==> src/rtl/cond_unit_mt.sv <==
// Multi-context NZCV condition unit with predicated-block mode.
// Optional annul counter enabled by defining COND_STATS_EN.
module cond_unit_mt #(
  parameter int NUM_CTX = 2,
  parameter int LEN_W   = 3,
  localparam int CTX_W  = (NUM_CTX > 1) ? $clog2(NUM_CTX) : 1
) (
  input  logic             clk,
  input  logic             reset,
  input  logic             in_valid,
  input  logic             stall,
  input  logic [CTX_W-1:0] ctx_id,
  input  logic [3:0]       Cond,
  input  logic [3:0]       ALUFlags,
  input  logic [1:0]       FlagW,
  input  logic             PCS,
  input  logic             RegW,
  input  logic             MemW,
  input  logic             blk_start,
  input  logic [LEN_W-1:0] blk_len,
  input  logic [3:0]       blk_cond,
  output logic             PCSrc,
  output logic             RegWrite,
  output logic             MemWrite,
  output logic             CondEx,
  output logic [3:0]       Flags,
  output logic             blk_active
`ifdef COND_STATS_EN
  ,
  output logic [15:0]      annul_cnt
`endif
);

  function automatic logic dec(input logic [3:0] c,
                               input logic [3:0] f);
    logic n, z, cy, v;
    logic r;
    {n, z, cy, v} = f;
    unique case (c)
      4'b0000: r = z;
      4'b0001: r = ~z;
      4'b0010: r = cy;
      4'b0011: r = ~cy;
      4'b0100: r = n;
      4'b0101: r = ~n;
      4'b0110: r = v;
      4'b0111: r = ~v;
      4'b1000: r = cy & ~z;
      4'b1001: r = ~cy | z;
      4'b1010: r = (n == v);
      4'b1011: r = (n != v);
      4'b1100: r = ~z & (n == v);
      4'b1101: r = z | (n != v);
      4'b1110: r = 1'b1;
      default: r = 1'b0;
    endcase
    return r;
  endfunction

  logic [3:0]       flags_q [NUM_CTX];
  logic [3:0]       flags_d [NUM_CTX];
  logic [LEN_W-1:0] cnt_q   [NUM_CTX];
  logic [LEN_W-1:0] cnt_d   [NUM_CTX];
  logic [3:0]       bcond_q [NUM_CTX];
  logic [3:0]       bcond_d [NUM_CTX];

  logic             fire;
  logic             ctx_ok;
  logic [3:0]       cur_f;
  logic [LEN_W-1:0] cur_cnt;
  logic [3:0]       cur_bc;
  logic             pass_c;
  logic             blk_ok;
  logic             cond_ex;
  logic             wr_en;

  // Select the current context's state and evaluate the condition
  always_comb begin
    fire    = in_valid & ~stall;
    ctx_ok  = 1'b0;
    cur_f   = '0;
    cur_cnt = '0;
    cur_bc  = 4'b1110;
    for (int i = 0; i < NUM_CTX; i++) begin
      if (ctx_id == CTX_W'(i)) begin
        ctx_ok  = 1'b1;
        cur_f   = flags_q[i];
        cur_cnt = cnt_q[i];
        cur_bc  = bcond_q[i];
      end
    end
    pass_c  = dec(Cond, cur_f);
    blk_ok  = (cur_cnt == '0) | dec(cur_bc, cur_f);
    cond_ex = fire & ctx_ok & pass_c & (blk_start | blk_ok);
    wr_en   = cond_ex & ~blk_start;
  end

  // Outputs are held low while reset is asserted
  always_comb begin
    PCSrc      = reset & PCS & wr_en;
    RegWrite   = reset & RegW & wr_en;
    MemWrite   = reset & MemW & wr_en;
    CondEx     = reset & cond_ex;
    Flags      = reset ? cur_f : 4'b0000;
    blk_active = reset & (cur_cnt != '0);
  end

  // Next state: only the bank of the firing context may change
  always_comb begin
    for (int i = 0; i < NUM_CTX; i++) begin
      flags_d[i] = flags_q[i];
      cnt_d[i]   = cnt_q[i];
      bcond_d[i] = bcond_q[i];
      if (fire && ctx_ok && ctx_id == CTX_W'(i)) begin
        if (blk_start) begin
          if (pass_c) begin
            cnt_d[i]   = blk_len;
            bcond_d[i] = blk_cond;
          end
        end else begin
          if (cond_ex && FlagW[1])
            flags_d[i][3:2] = ALUFlags[3:2];
          if (cond_ex && FlagW[0])
            flags_d[i][1:0] = ALUFlags[1:0];
          if (cnt_q[i] != '0)
            cnt_d[i] = cnt_q[i] - LEN_W'(1);
        end
      end
    end
  end

  // Per-context flag and block state registers
  always_ff @(posedge clk or negedge reset) begin
    if (!reset) begin
      for (int i = 0; i < NUM_CTX; i++) begin
        flags_q[i] <= 4'b0000;
        cnt_q[i]   <= '0;
        bcond_q[i] <= 4'b1110;
      end
    end else begin
      flags_q <= flags_d;
      cnt_q   <= cnt_d;
      bcond_q <= bcond_d;
    end
  end

`ifdef COND_STATS_EN
  logic [15:0] annul_q;
  logic [15:0] annul_d;

  // Count fired non-header instructions that were annulled
  always_comb begin
    annul_d = annul_q;
    if (fire && !blk_start && !cond_ex && annul_q != 16'hFFFF)
      annul_d = annul_q + 16'd1;
  end

  // Saturating annul counter register
  always_ff @(posedge clk or negedge reset) begin
    if (!reset)
      annul_q <= '0;
    else
      annul_q <= annul_d;
  end

  assign annul_cnt = annul_q;
`endif

endmodule
==> config.mk <==
export PLATFORM = sky130hd
export DESIGN_NAME = cond_unit_mt
export DESIGN_NICKNAME = d
export VERILOG_FILES = /design/src/rtl/cond_unit_mt.sv
export SDC_FILE = /design/constraint.sdc
export NUM_CORES = 1
export LEC_CHECK = 0
export BUFFER_PORTS_ARGS = -buffer_cell sky130_fd_sc_hd__buf_2
export CAP_MARGIN = 30
export CORE_UTILIZATION = 60
export CTS_CLUSTER_SIZE = 20
export DETAILED_ROUTE_END_ITERATION = 10
export PLACE_DENSITY = 0.88
export RECOVER_POWER = 50
export SLEW_MARGIN = 25
export SYNTH_ARGS = -nofsm -noshare
export SYNTH_HDL_FRONTEND = slang
export SYNTH_SLANG_ARGS = --single-unit
==> constraint.sdc <==
create_clock -name clk -period 3.6 [get_ports clk]
set_input_delay 0.18 -clock clk [delete_from_list [all_inputs] [get_ports clk]]
set_output_delay 0.18 -clock clk [all_outputs]
set_load 0.005 [all_outputs]
==> results.py <==
metrics = {
    "final_layout": {
        "layout-drive-gt1-share": 0.2581,
        "fin_nets": 248,
        "fillerInstances": 217,
        "insertedDiodeCount": 0,
        "register_area_um2": 558.0,
        "multi_input_comb_area_um2": 1195,
        "areaGrowthSynthToFinish_pct": 10.06,
    },
    "sta": {
        "layout_min_cycle_time_ns": 2.893,
        "slew_margin_rel": 0.1498,
        "hold_viol_final": 0,
        "total_setup_violations_reported_at_the_end_of_the_flow": 0,
        "period_share": 0.8037,
        "finalMaxSlewViolations": 0,
        "worst_slew_pin_slew_ns": 1.275,
        "timing.hold.ws_ns": 0.07371,
        "maximum_clock_rate_ghz": 0.3456,
        "setup_tns_ns": 0,
        "grt_setup_unrepaired": "no",
        "clock-skew-final_ns": 0.01057,
    },
    "min_path": {
        "worst_hold_path.endpoint": "flags_q[6]",
        "holdCritStartpoint": "ALUFlags[2]",
        "hold_path_class": "in -> reg",
        "timing.hold.worst_path_depth": 2,
    },
    "setup_path": {
        "rr_startpoint": "flags_q[7]",
        "timing.critical_path.required_ns": 3.42,
        "worstSetupPathType": "reg -> out",
        "regToRegEndpoint": "bcond_q[4]",
        "worst-path-max-fanout": 13,
        "regToRegSetupSlack_ns": 0.94,
        "crit_path_end_kind": "output pin",
        "critical-path-slowest-cell": "or4_4",
        "slowest_delay_ns": 0.61,
        "critical_path.cell_chain": "xnor2_1 > mux4_1 > mux2i_1 > or4_4 > o21ai_1 > nor4_1 > buf_2",
        "arrival_ns": 2.71,
        "r2r_cells": 6,
        "cp-start-kind": "register",
    },
    "pwr": {
        "worst_ir_drop_vdd_uv": 346.6,
        "power_per_cell_area_nw_per_um2": 574.3,
        "total_power_mw": 1.187,
        "leakagePower_nw": 0.9570,
    },
    "clock_network": {
        "clkSinkCount": 22,
        "worst_skew_pair.late_latency_ns": 0.32,
        "clock_tree.buffer_depth": 2,
        "tritoncts": "done",
        "clkTransAtPathRegs_ns": 0.14,
        "cts-buffers-inserted": 3,
        "clock_tree.root_cell": "clkbuf_4",
        "htree_levels": 1,
    },
    "die": {
        "coreArea_um2": 2853,
        "floorplan.die_area_um2": 3358,
        "die_w_um": 57.95,
        "std_cell_rows": 19,
        "initial_util": 0.6583,
        "chipHeight_um": 57.95,
        "floorplan.io_pins": 35,
    },
    "status": {
        "violations": "DRC",
        "result_of_the_run": "finished with violations",
    },
    "synth": {
        "postSynthRegisterBits": 22,
        "seq_area_frac_synth": 0.2971,
        "synthArstFlopShare": 1.000,
        "synth_enable_flop_cells": 0,
        "top_ff_cell_synth": "dfrtp_1",
        "syn_nets": 218,
        "avgSynthCellArea_um2": 9.990,
        "ys.warnings.count": 0,
        "synth_cell_types": 52,
        "postSynthCellCount": 188,
        "netlist_area_um2": 1878,
    },
    "placement": {
        "hpwlAfterDp_um": 3095,
        "place_congestion": 0.9156,
        "numPortBuffers": 34,
    },
    "detailed_routing": {
        "drc_errors": 1,
        "wire_per_inst_um": 16.20,
        "vias_per_cell": 6.315,
        "postRouteWirelength_um": 4017,
        "drt-initial-drc-count": 74,
        "drt_pre_antenna_iters": 7,
        "via_count": 1566,
        "drt.antenna.violating_nets": 0,
    },
    "global_routing": {
        "grt_max_degree": 32,
        "grt_util_all_layers": 0.2637,
        "grt_antenna_before_repair": 0,
        "grt_first_pass_wirelength_um": 6955,
        "grt_pass1_vias": 1544,
        "global_route.overflow_total": 0,
    },
    "run": {
        "cap_violations": 0,
    },
}
==> routing by layer <==
layer / share of wire / vias up / track usage
met3: 0.049 / 6 / 0.02902
met4: 0.011 / 0 / 0.09524
met1: 0.47 / 753 / 0.3811
met5: 0 / - / 0
li1: - / 760 / -
met2: 0.47 / 47 / 0.4105
==> logic make-up after synthesis <==
group                      Yosys count  share of synthesized area
AOI/OAI and AO/OA                   38                     0.1532
xor gates and xnor gates             5                    0.02332
adders and majority gates            4                    0.02665
buffers and inverters               23                    0.06662
DFF                                 22                     0.2971
muxes                               39                     0.2665
and+or+nand+nor                     57                     0.1666
==> cells in the mapped netlist, types with 5 or more instances <==
master / n / area share
buf_6: 5 / 0.030
nor4_1: 5 / 0.017
dfstp_2: 6 / 0.084
dfrtp_1: 16 / 0.21
mux2i_1: 17 / 0.091
mux2_4: 11 / 0.088
nor2b_1: 5 / 0.017
nand2_1: 8 / 0.016
xnor2_1: 5 / 0.023
inv_1: 13 / 0.026
nor2_1: 13 / 0.026
mux2_1: 6 / 0.036
o21ai_0: 6 / 0.016
==> worst max-delay path by stage <==
stage | startpoint | end | cells after the start
3_3_place_gp | ctx_id | bcond_q[0] | 7
4_1_cts | flags_q[7] | RegWrite | 7
2_1_floorplan | flags_q[4] | flags_q[4] | 7
6_report | flags_q[7] | RegWrite | 7
5_1_grt | flags_q[4] | RegWrite | 7
3_5_place_dp | ctx_id | bcond_q[4] | 7
==> worst max-delay path: cells and delay by family (launching register included) <==
family / cells / cell delay (ns)
compound gates: 1 / 0.22
xor+xnor: 1 / 0.20
buf+inv: 1 / 0.14
flops: 1 / 0.45
mux: 2 / 0.67
simple gates: 2 / 0.71
==> flip-flops by register name (all words and copies together), names as in the netlist <==
name	count
cnt_q	6
bcond_q	8
flags_q	8
==> metrics by stage <==
stage	setup slack (ns)	instance area, um2	util	instances
6_report	0.7066	2067	0.7246	248
5_1_grt	0.5996	2067	0.7246	248
4_1_cts	0.7192	2073	0.7268	248
3_5_place_dp	0.7500	2011	0.7048	243
3_3_place_gp	0.8249	2011	0.7048	243
2_1_floorplan	1.189	1878	-	188
==> power breakdown <==
part | internal, mW | leakage [nW] | switching [mW] | total (mW)
clock network | 0.113 | 0.0279 | 0.0843 | 0.197
registers | 0.349 | 0.261 | 0.0997 | 0.449
logic | 0.276 | 0.668 | 0.265 | 0.541
total | 0.738 | 0.957 | 0.449 | 1.19
==> cells in the final DEF, fill, tap and decap left out, types with 2 or more instances in the layout <==
cell type and instances:
a211o_1 2, mux2_1 6, and3_1 3, o21ai_1 2, a32oi_1 2, a21oi_1 4, nand2b_1 4, nor2b_1 5
clkbuf_1 5, o2bb2ai_1 3, nor3_1 3, nand2_1 8, mux2i_1 17, dfrtp_1 16, a21o_1 2, nand3b_1 4
inv_1 13, o21ai_0 6, nor4_1 5, buf_2 29, mux2_2 2, mux2_4 11, nor3b_1 2, o2111ai_1 2
clkbuf_4 3, o22ai_1 2, mux4_1 2, nor2_1 13, xnor2_1 5, ha_1 4, dfstp_2 6, nand3_1 4
==> cell type report <==
cell class | count | share of cell area
Sequential cell | 22 | 0.2700
Inverter | 13 | 0.02361
Timing Repair Buffer | 35 | 0.08414
Tap cell | 31 | 0.01877
Clock inverter | 1 | 0.01453
Clock buffer | 3 | 0.01090
Multi-Input combinational cell | 143 | 0.5781
==> timing repair <==
| action | CTS | global route |
|---|---|---|
| hold endpoints to repair | 16 | 0 |
| resized for setup | 0 | 0 |
| hold buffers | 1 | 0 |
| buffers inserted | 0 | 0 |
Power figures use the tool's default switching activity.
